File: src/rtl/program_loader_if.sv
// Byte-stream and program-memory write signals between a byte source, the loader and program memory.
interface program_loader_if #(
   parameter int unsigned ADDR_WIDTH = 8
);
   logic                  start_i;
   logic [7:0]            rx_data_i;
   logic                  rx_valid_i;
   logic                  rx_ready_o;
   logic                  mem_we_o;
   logic [ADDR_WIDTH-1:0] mem_addr_o;
   logic [31:0]           mem_wdata_o;
   logic                  core_reset_o;
   logic                  busy_o;
   logic                  done_o;
   logic                  error_o;

   // Loader side
   modport slave (
      input  start_i, rx_data_i, rx_valid_i,
      output rx_ready_o, mem_we_o, mem_addr_o, mem_wdata_o,
             core_reset_o, busy_o, done_o, error_o
   );

   // Source/controller side
   modport master (
      output start_i, rx_data_i, rx_valid_i,
      input  rx_ready_o, mem_we_o, mem_addr_o, mem_wdata_o,
             core_reset_o, busy_o, done_o, error_o
   );
endinterface

File: src/rtl/program_loader.sv
// Packs a framed byte stream (count, 4*N little-endian data bytes, XOR check) into
// 32-bit program memory writes and releases the core from reset on a clean load.
module program_loader #(
   parameter int unsigned ADDR_WIDTH = 8,
   parameter int unsigned MAX_WORDS  = 64
) (
   input  logic             clk,
   input  logic             reset_ni,
   program_loader_if.slave  bus
);

   typedef enum logic [2:0] {
      IDLE,
      COUNT,
      DATA,
      WRITE,
      CHECK,
      ERROR
   } state_t;

   state_t     state;
   logic [7:0] count;
   logic [7:0] word_cnt;
   logic [7:0] checksum;
   logic [1:0] byte_cnt;
   logic       accept_c;

   assign accept_c = bus.rx_valid_i & bus.rx_ready_o;

   // Frame sequencer; all outputs are registered alongside the state
   always_ff @(posedge clk or negedge reset_ni) begin
      if (!reset_ni) begin
         state            <= IDLE;
         count            <= '0;
         word_cnt         <= '0;
         checksum         <= '0;
         byte_cnt         <= '0;
         bus.rx_ready_o   <= 1'b0;
         bus.mem_we_o     <= 1'b0;
         bus.mem_addr_o   <= '0;
         bus.mem_wdata_o  <= '0;
         bus.core_reset_o <= 1'b1;
         bus.busy_o       <= 1'b0;
         bus.done_o       <= 1'b0;
         bus.error_o      <= 1'b0;
      end else begin
         bus.done_o   <= 1'b0;
         bus.mem_we_o <= 1'b0;
         case (state)
            IDLE, ERROR: begin
               if (bus.start_i) begin
                  state            <= COUNT;
                  bus.rx_ready_o   <= 1'b1;
                  bus.busy_o       <= 1'b1;
                  bus.core_reset_o <= 1'b1;
                  bus.error_o      <= 1'b0;
                  checksum         <= '0;
               end
            end
            COUNT: begin
               if (accept_c) begin
                  if (bus.rx_data_i == 8'd0 || 32'(bus.rx_data_i) > MAX_WORDS) begin
                     state            <= ERROR;
                     bus.rx_ready_o   <= 1'b0;
                     bus.busy_o       <= 1'b0;
                     bus.error_o      <= 1'b1;
                     bus.core_reset_o <= 1'b1;
                  end else begin
                     state          <= DATA;
                     count          <= bus.rx_data_i;
                     checksum       <= bus.rx_data_i;
                     word_cnt       <= '0;
                     byte_cnt       <= '0;
                     bus.mem_addr_o <= '0;
                  end
               end
            end
            DATA: begin
               // Shift right so the first byte of a word ends up in bits [7:0]
               if (accept_c) begin
                  bus.mem_wdata_o <= {bus.rx_data_i, bus.mem_wdata_o[31:8]};
                  checksum        <= checksum ^ bus.rx_data_i;
                  byte_cnt        <= 2'(byte_cnt + 2'd1);
                  if (byte_cnt == 2'd3) begin
                     state          <= WRITE;
                     bus.rx_ready_o <= 1'b0;
                     bus.mem_we_o   <= 1'b1;
                  end
               end
            end
            WRITE: begin
               bus.mem_addr_o <= ADDR_WIDTH'(bus.mem_addr_o + ADDR_WIDTH'(4));
               word_cnt       <= 8'(word_cnt + 8'd1);
               bus.rx_ready_o <= 1'b1;
               state          <= (8'(word_cnt + 8'd1) == count) ? CHECK : DATA;
            end
            CHECK: begin
               if (accept_c) begin
                  bus.rx_ready_o <= 1'b0;
                  bus.busy_o     <= 1'b0;
                  if (bus.rx_data_i == checksum) begin
                     state            <= IDLE;
                     bus.done_o       <= 1'b1;
                     bus.core_reset_o <= 1'b0;
                  end else begin
                     state       <= ERROR;
                     bus.error_o <= 1'b1;
                  end
               end
            end
            default: state <= IDLE;
         endcase
      end
   end

endmodule
File: src/flat_wrapper.sv
// flat-port wrapper written by rule: the top's interface ports become plain ports
module program_loader_flat 
#(
   parameter int unsigned ADDR_WIDTH = 8,
   parameter int unsigned MAX_WORDS  = 64
)
  (clk, reset_ni, bus_start_i, bus_rx_data_i, bus_rx_valid_i, bus_rx_ready_o, bus_mem_we_o, bus_mem_addr_o, bus_mem_wdata_o, bus_core_reset_o, bus_busy_o, bus_done_o, bus_error_o);
  program_loader_if #(.ADDR_WIDTH(ADDR_WIDTH)) bus_i ();
  input  logic clk;
  input  logic reset_ni;
  input wire logic [$bits(bus_i.start_i)-1:0] bus_start_i;
  input wire logic [$bits(bus_i.rx_data_i)-1:0] bus_rx_data_i;
  input wire logic [$bits(bus_i.rx_valid_i)-1:0] bus_rx_valid_i;
  output wire logic [$bits(bus_i.rx_ready_o)-1:0] bus_rx_ready_o;
  output wire logic [$bits(bus_i.mem_we_o)-1:0] bus_mem_we_o;
  output wire logic [$bits(bus_i.mem_addr_o)-1:0] bus_mem_addr_o;
  output wire logic [$bits(bus_i.mem_wdata_o)-1:0] bus_mem_wdata_o;
  output wire logic [$bits(bus_i.core_reset_o)-1:0] bus_core_reset_o;
  output wire logic [$bits(bus_i.busy_o)-1:0] bus_busy_o;
  output wire logic [$bits(bus_i.done_o)-1:0] bus_done_o;
  output wire logic [$bits(bus_i.error_o)-1:0] bus_error_o;
  assign bus_i.start_i = bus_start_i;
  assign bus_i.rx_data_i = bus_rx_data_i;
  assign bus_i.rx_valid_i = bus_rx_valid_i;
  assign bus_rx_ready_o = bus_i.rx_ready_o;
  assign bus_mem_we_o = bus_i.mem_we_o;
  assign bus_mem_addr_o = bus_i.mem_addr_o;
  assign bus_mem_wdata_o = bus_i.mem_wdata_o;
  assign bus_core_reset_o = bus_i.core_reset_o;
  assign bus_busy_o = bus_i.busy_o;
  assign bus_done_o = bus_i.done_o;
  assign bus_error_o = bus_i.error_o;
  program_loader #(.ADDR_WIDTH(ADDR_WIDTH), .MAX_WORDS(MAX_WORDS)) u_core (.clk(clk), .reset_ni(reset_ni), .bus(bus_i));
endmodule
File: config.mk
export PLATFORM = sky130hd
export DESIGN_NAME = program_loader_flat
export DESIGN_NICKNAME = d
export VERILOG_FILES = /design/src/rtl/program_loader_if.sv /design/src/rtl/program_loader.sv /design/src/flat_wrapper.sv
export SDC_FILE = /design/constraint.sdc
export NUM_CORES = 1
export LEC_CHECK = 0
export BUFFER_PORTS_ARGS = -buffer_cell sky130_fd_sc_hd__buf_2
export CORE_ASPECT_RATIO = 0.6
export CORE_MARGIN = 5
export CORE_UTILIZATION = 50
export DETAILED_ROUTE_END_ITERATION = 6
export PLACE_DENSITY = 0.76
export SETUP_SLACK_MARGIN = 0.3
export SLEW_MARGIN = 15
export SYNTH_ARGS = -nofsm -noshare
export SYNTH_HDL_FRONTEND = slang
export SYNTH_SLANG_ARGS = --single-unit
File: constraint.sdc
create_clock -name clk -period 3.1 [get_ports clk]
set_input_delay 0.62 -clock clk [delete_from_list [all_inputs] [get_ports clk]]
set_output_delay 0.62 -clock clk [all_outputs]
set_load 0.005 [all_outputs]
# Word level (Yosys, flattened, before mapping)
# Index checks and enable logic that the tools add are counted.
# Widths: inputs -> output; s select.
# totals
in_bits	12
ff_bits	75
# op_classes
addsub	3
n_lt_le_gt_ge	1
eq_ne	17
reduce_logical	19
muxes	45
n_bitwise	3
# ops
cell	n
$mux 8	6
$pmux 8 s2	2
$mux 3	8
$pmux 8 s3	1
$mux 1	19
$eq 8x8->1	2
$pmux 3 s5	1
$reduce_and 5->1	3
$ne 2x1->1 const B	6
$reduce_and 6->1	2
$pmux 1 s3	3
$add 8x1->8 const B	1
$add 8x3->8 const B	1
$gt 8x7->1 const B	1
$logic_not 8->1	1
$xor 8x8->8	1
$reduce_and 7->1	1
$eq 3x2->1 const B	2
$eq 3x3->1 const B	2
$mux 2	3
$ne 2x2->1 const B	3
$reduce_and 3->1	2
$reduce_bool 3->1	2
$pmux 1 s5	1
13 further kinds	14

# Logic depth before layout (Yosys ltp)
# logic_depth
ltp_word	5
mapped_depth	9

# Worst setup path before layout
# OpenSTA, ideal clock, no wires.
# synth_path
kind	in2reg
from	input bus_rx_data_i[0]
to	register u_core.count[5]
arrival_ns	2.439
path_stages	8
slack_ns	0.536
n_path_buf	3
path_cell_list	or4_4 -> o211a_1 -> or2_1 -> buf_6 -> and2_4 -> buf_6 -> buf_6 -> mux2_4
# synth_between
elab_chain_len	4
# synth_rtl
element	line	source
start: declaration	flat_wrapper.sv:12	input wire logic [$bits(bus_i.rx_data_i)-1:0] bus_rx_data_i;
$gt 8x7->1 / $logic_not 8->1 (equally long branches)	program_loader.sv:62	if (bus.rx_data_i == 8'd0 || 32'(bus.rx_data_i) > MAX_WORDS) begin
$logic_or 1x1->1 (*)	program_loader.sv:62	
$not 1->1 (no source line) (*)	n/a	
$reduce_and 3->1 (no source line) (*)	n/a	
end signal: assignment	program_loader.sv:70	count <= bus.rx_data_i;
end: declaration	program_loader.sv:22	logic [7:0] count;
# Mark *: on every way between the ends. The rest lies on a longest branch, timed or not.
# A chain may end at the register's enable or synchronous reset.

# Worst setup path after layout
# layout_path
from	register u_core.state[2]
to	register u_core.count[1]
# layout_between
elab_chain_len	2
# layout_rtl
element	line	source
start: declaration	program_loader.sv:21	state_t state;
start signal: assignment	program_loader.sv:95	state <= (8'(word_cnt + 8'd1) == count) ? CHECK : DATA;
$eq 3x1->1	program_loader.sv:49	case (state)
$reduce_and 3->1 (no source line)	n/a	
# Every way passes these cells.

==> impl_metrics.ini <==
[clock_tree]
cts.htree.levels = 3
cts_root_buf = clkbuf_16
clkSinkCount = 73
clk-insertion-delay-late_ns = 0.34
cts_hold_buffers = 0
path_clk_slew_ns = 0.05
post_cts_buffers = 0
clk_path_buf_depth = 2
cts_tree = yes
cts_buffers = 9

[sta]
finalCritPeriodShare_pct = 81.74
worst_clock_skew_ns = 0.004631
finalHoldViolations = 0
slew_viol_final = 0
timing.fmax_mhz = 394.6
rsz0062_at_grt = false
max_slew_margin_pct = 44.86
worst_slew_pin_slew_ns = 0.8271
setup_viol = 0
tns_ns = 0
period_needed_ns = 2.534

[yosys]
synth_edf_count = 0
ys_ff_latch = 73
synth_top_family_by_area = multiplexers
synth_cells = 342
yosysSeqAreaShare_pct = 50.02
synth_compound_area_share_pct = 12.56
ys.warnings.count = 0
synthAdderAreaFrac_pct = 1.027
synth_mux_area_share_pct = 13.87
synth.area.top_cells = dfrtp_1 49%, mux2_2 11%, o21ai_0 4.7%, xor2_1 3.8%, nand2_1 2.4%
yosys.area_share.xor_xnor_pct = 4.793
synth_top_area_share_pct = 49.30
netlist_area_mm2 = 0.003655
synth_cell_types = 53
synth_ff_type = dfrtp_1
synthSimpleGateAreaFrac_pct = 13.83
syn_avg_cell_area_um2 = 10.69
synthArstFlopShare_pct = 100.0
yosysTopAreaCell = dfrtp_1

[cells_and_area]
syn_to_final_growth_pct = 17.32
diodes = 0
mostFrequentLayoutCells = 71 x dfrtp_1, 55 x buf_2, 37 x mux2_2, 34 x o21ai_0, 23 x nand2_1
nNetsFinal = 413
final_cell_area_mm2 = 0.004288
mostFrequentLayoutCell = dfrtp_1
num-fill-cells = 613
drive_above_1_share_pct = 31.67
seqCellArea_mm2 = 0.001829
multi_input_area_mm2 = 0.001712

[floorplanning]
ios = 58
die_area_mm2 = 0.009176
start_util_pct = 50.92
core_mm2 = 0.007177
rows = 24
die_height_um = 76.23
die_w_um = 120.4

[pwr]
seqPwrFrac_pct = 50.0
swShare_pct = 21.67
p_int_mw = 1.500
vdd_drop_max_uv = 331.1
p_sw_uw = 415.1
power_frac_clock_pct = 46.9
cellPowerDensity_mw_per_mm2 = 446.7
comb_power_share_pct = 3.1
p_leak_nw = 2.108

[grt]
antenna_found_initial = 0
grt_pass1_wl_um = 14240
first_global_vias = 2816
overflow = 0
grt_max_degree = 37
grt_use_total_pct = 19.27

[critical_path]
slowest_delay_ns = 0.54
worst-path-max-fanout = 15
startpoint_type = flop
rr_startpoint = u_core.state[2]
cp.arrival_ns = 2.76
setup.worst_path.start = u_core.state[2]
reg2regPathDepth = 5
crit_type = reg2reg
crit_required_ns = 3.32
crit_chain = or3b_4 > nor4_4 > or2_1 > and2_4 > mux2_2
critical_path.endpoint_type = flop
slowest_stage = dfrtp_1

[place]
portBuffers = 55
place_area_mm2 = 0.004020
place_hpwl_um = 5951
place_congestion = 0.8687

[outcome]
status = completed

[route]
drt-total-wl_um = 8308
postRouteAntennaNets = 0
wl_per_cell_um = 16.89
drt_first_pass_iters = 4
via_count = 2814
drt_iter0_markers = 165
drc = 0
viasPerCell = 5.720

[min_path]
hold_path.class = in2async

[run]
drv_cap = 0
## area by class of cell
| class | count | share of cell area [%] |
|---|---|---|
| Inverter | 11 | 0.9629 |
| Multi-Input combinational cell | 241 | 39.92 |
| Sequential cell | 73 | 42.66 |
| Timing Repair Buffer | 62 | 7.937 |
| Clock inverter | 4 | 0.5252 |
| Tap cell | 91 | 2.655 |
| Clock buffer | 10 | 5.340 |
## power by group through the flow
stage,Clock (mW),Combinational [mW],Sequential [mW]
after floorplan,0,0.0195,0.973
after global placement,0,0.0577,0.974
after detailed placement,0,0.0593,0.974
after CTS,0.912,0.0598,0.957
after global routing,0.958,0.0685,0.956
final,0.899,0.0594,0.957
## path summary, 6_finish.rpt
check,to,slack (ns)
setup / recovery,u_core.count[1],0.57
hold / removal,u_core.state[2],0.39
setup reg to reg,u_core.count[1],0.57
hold reg to reg,u_core.bus.mem_wdata_o[6],0.50
max in group asynchronous,u_core.bus.mem_addr_o[5],2.02
min in group clk,u_core.bus.mem_wdata_o[6],0.50
## sequential cells by signal, summed over array words and instances (netlist names), 2 cells and up
name                    count
u_core.bus.mem_addr_o       6
u_core.count                8
u_core.byte_cnt             2
u_core.word_cnt             8
u_core.checksum             8
u_core.state                3
u_core.bus.mem_wdata_o     32
## synthesized netlist by cell type, types with 2 or more instances
master and count:
a211oi_1 5, a21oi_1 13, a221oi_1 2, a31oi_1 5, and2_1 3, and3_1 2, buf_4 2, buf_6 3
clkbuf_1 13, dfrtp_1 72, ha_1 3, inv_1 11, mux2_2 37, mux2_4 2, mux2i_1 6, nand2_1 23
nand2b_1 3, nand3_1 4, nand4_1 3, nor2_1 22, nor2b_1 3, nor3_1 7, nor3b_1 3, nor4_1 6
o21a_1 2, o21ai_0 34, o22ai_1 3, o2bb2ai_1 2, o41ai_1 2, or2_2 2, or3_1 3, or4b_2 2
xnor2_1 4, xor2_1 16
## layer usage
layer	vias to the layer above	GRT usage, %	wire length, µm
met5	-	0	0
met4	0	6.335	140
met3	18	6.454	582
met2	82	27.63	3565
met1	1374	27.47	4020
li1	1340	-	-
## what timing repair did
action | in CTS | in global routing
setup endpoints to repair | 0 | 7
resized for setup | 0 | 4
endpoints found under the hold margin | 0 | 0
## stage by stage
| step | hold WS [ns] | total power [mW] | cells | utilization, % | worst slack, ns |
|---|---|---|---|---|---|
| floorplan | 0.3244 | 0.9929 | 343 | - | 0.5357 |
| global placement | 0.4840 | 1.031 | 478 | 56.01 | 0.4142 |
| detailed placement | 0.4943 | 1.033 | 478 | 56.01 | 0.3145 |
| CTS | 0.4203 | 1.928 | 492 | 59.52 | 0.3395 |
| global route | 0.4617 | 1.983 | 492 | 59.75 | 0.4326 |
| finish | 0.3870 | 1.915 | 492 | 59.75 | 0.5659 |
## cells by family (layout without fill, tap and decap cells)
family / count (synthesis) / count (layout)
XOR/XNOR: 20 / 20
multiplexers: 45 / 45
other: 1 / 2
flip-flops: 73 / 73
AO/OA/AOI/OAI: 76 / 76
adder cells (fa/ha/maj): 3 / 3
AND/OR/NAND/NOR: 95 / 95
buffers and inverters: 29 / 87
## critical path: cells and delay by family (launching register included)
| family | cells | cell delay, ns |
|---|---|---|
| flip-flops | 1 | 0.54 |
| multiplexers | 1 | 0.36 |
| AND/OR/NAND/NOR | 4 | 1.51 |
(Power assumes the default switching activity.)
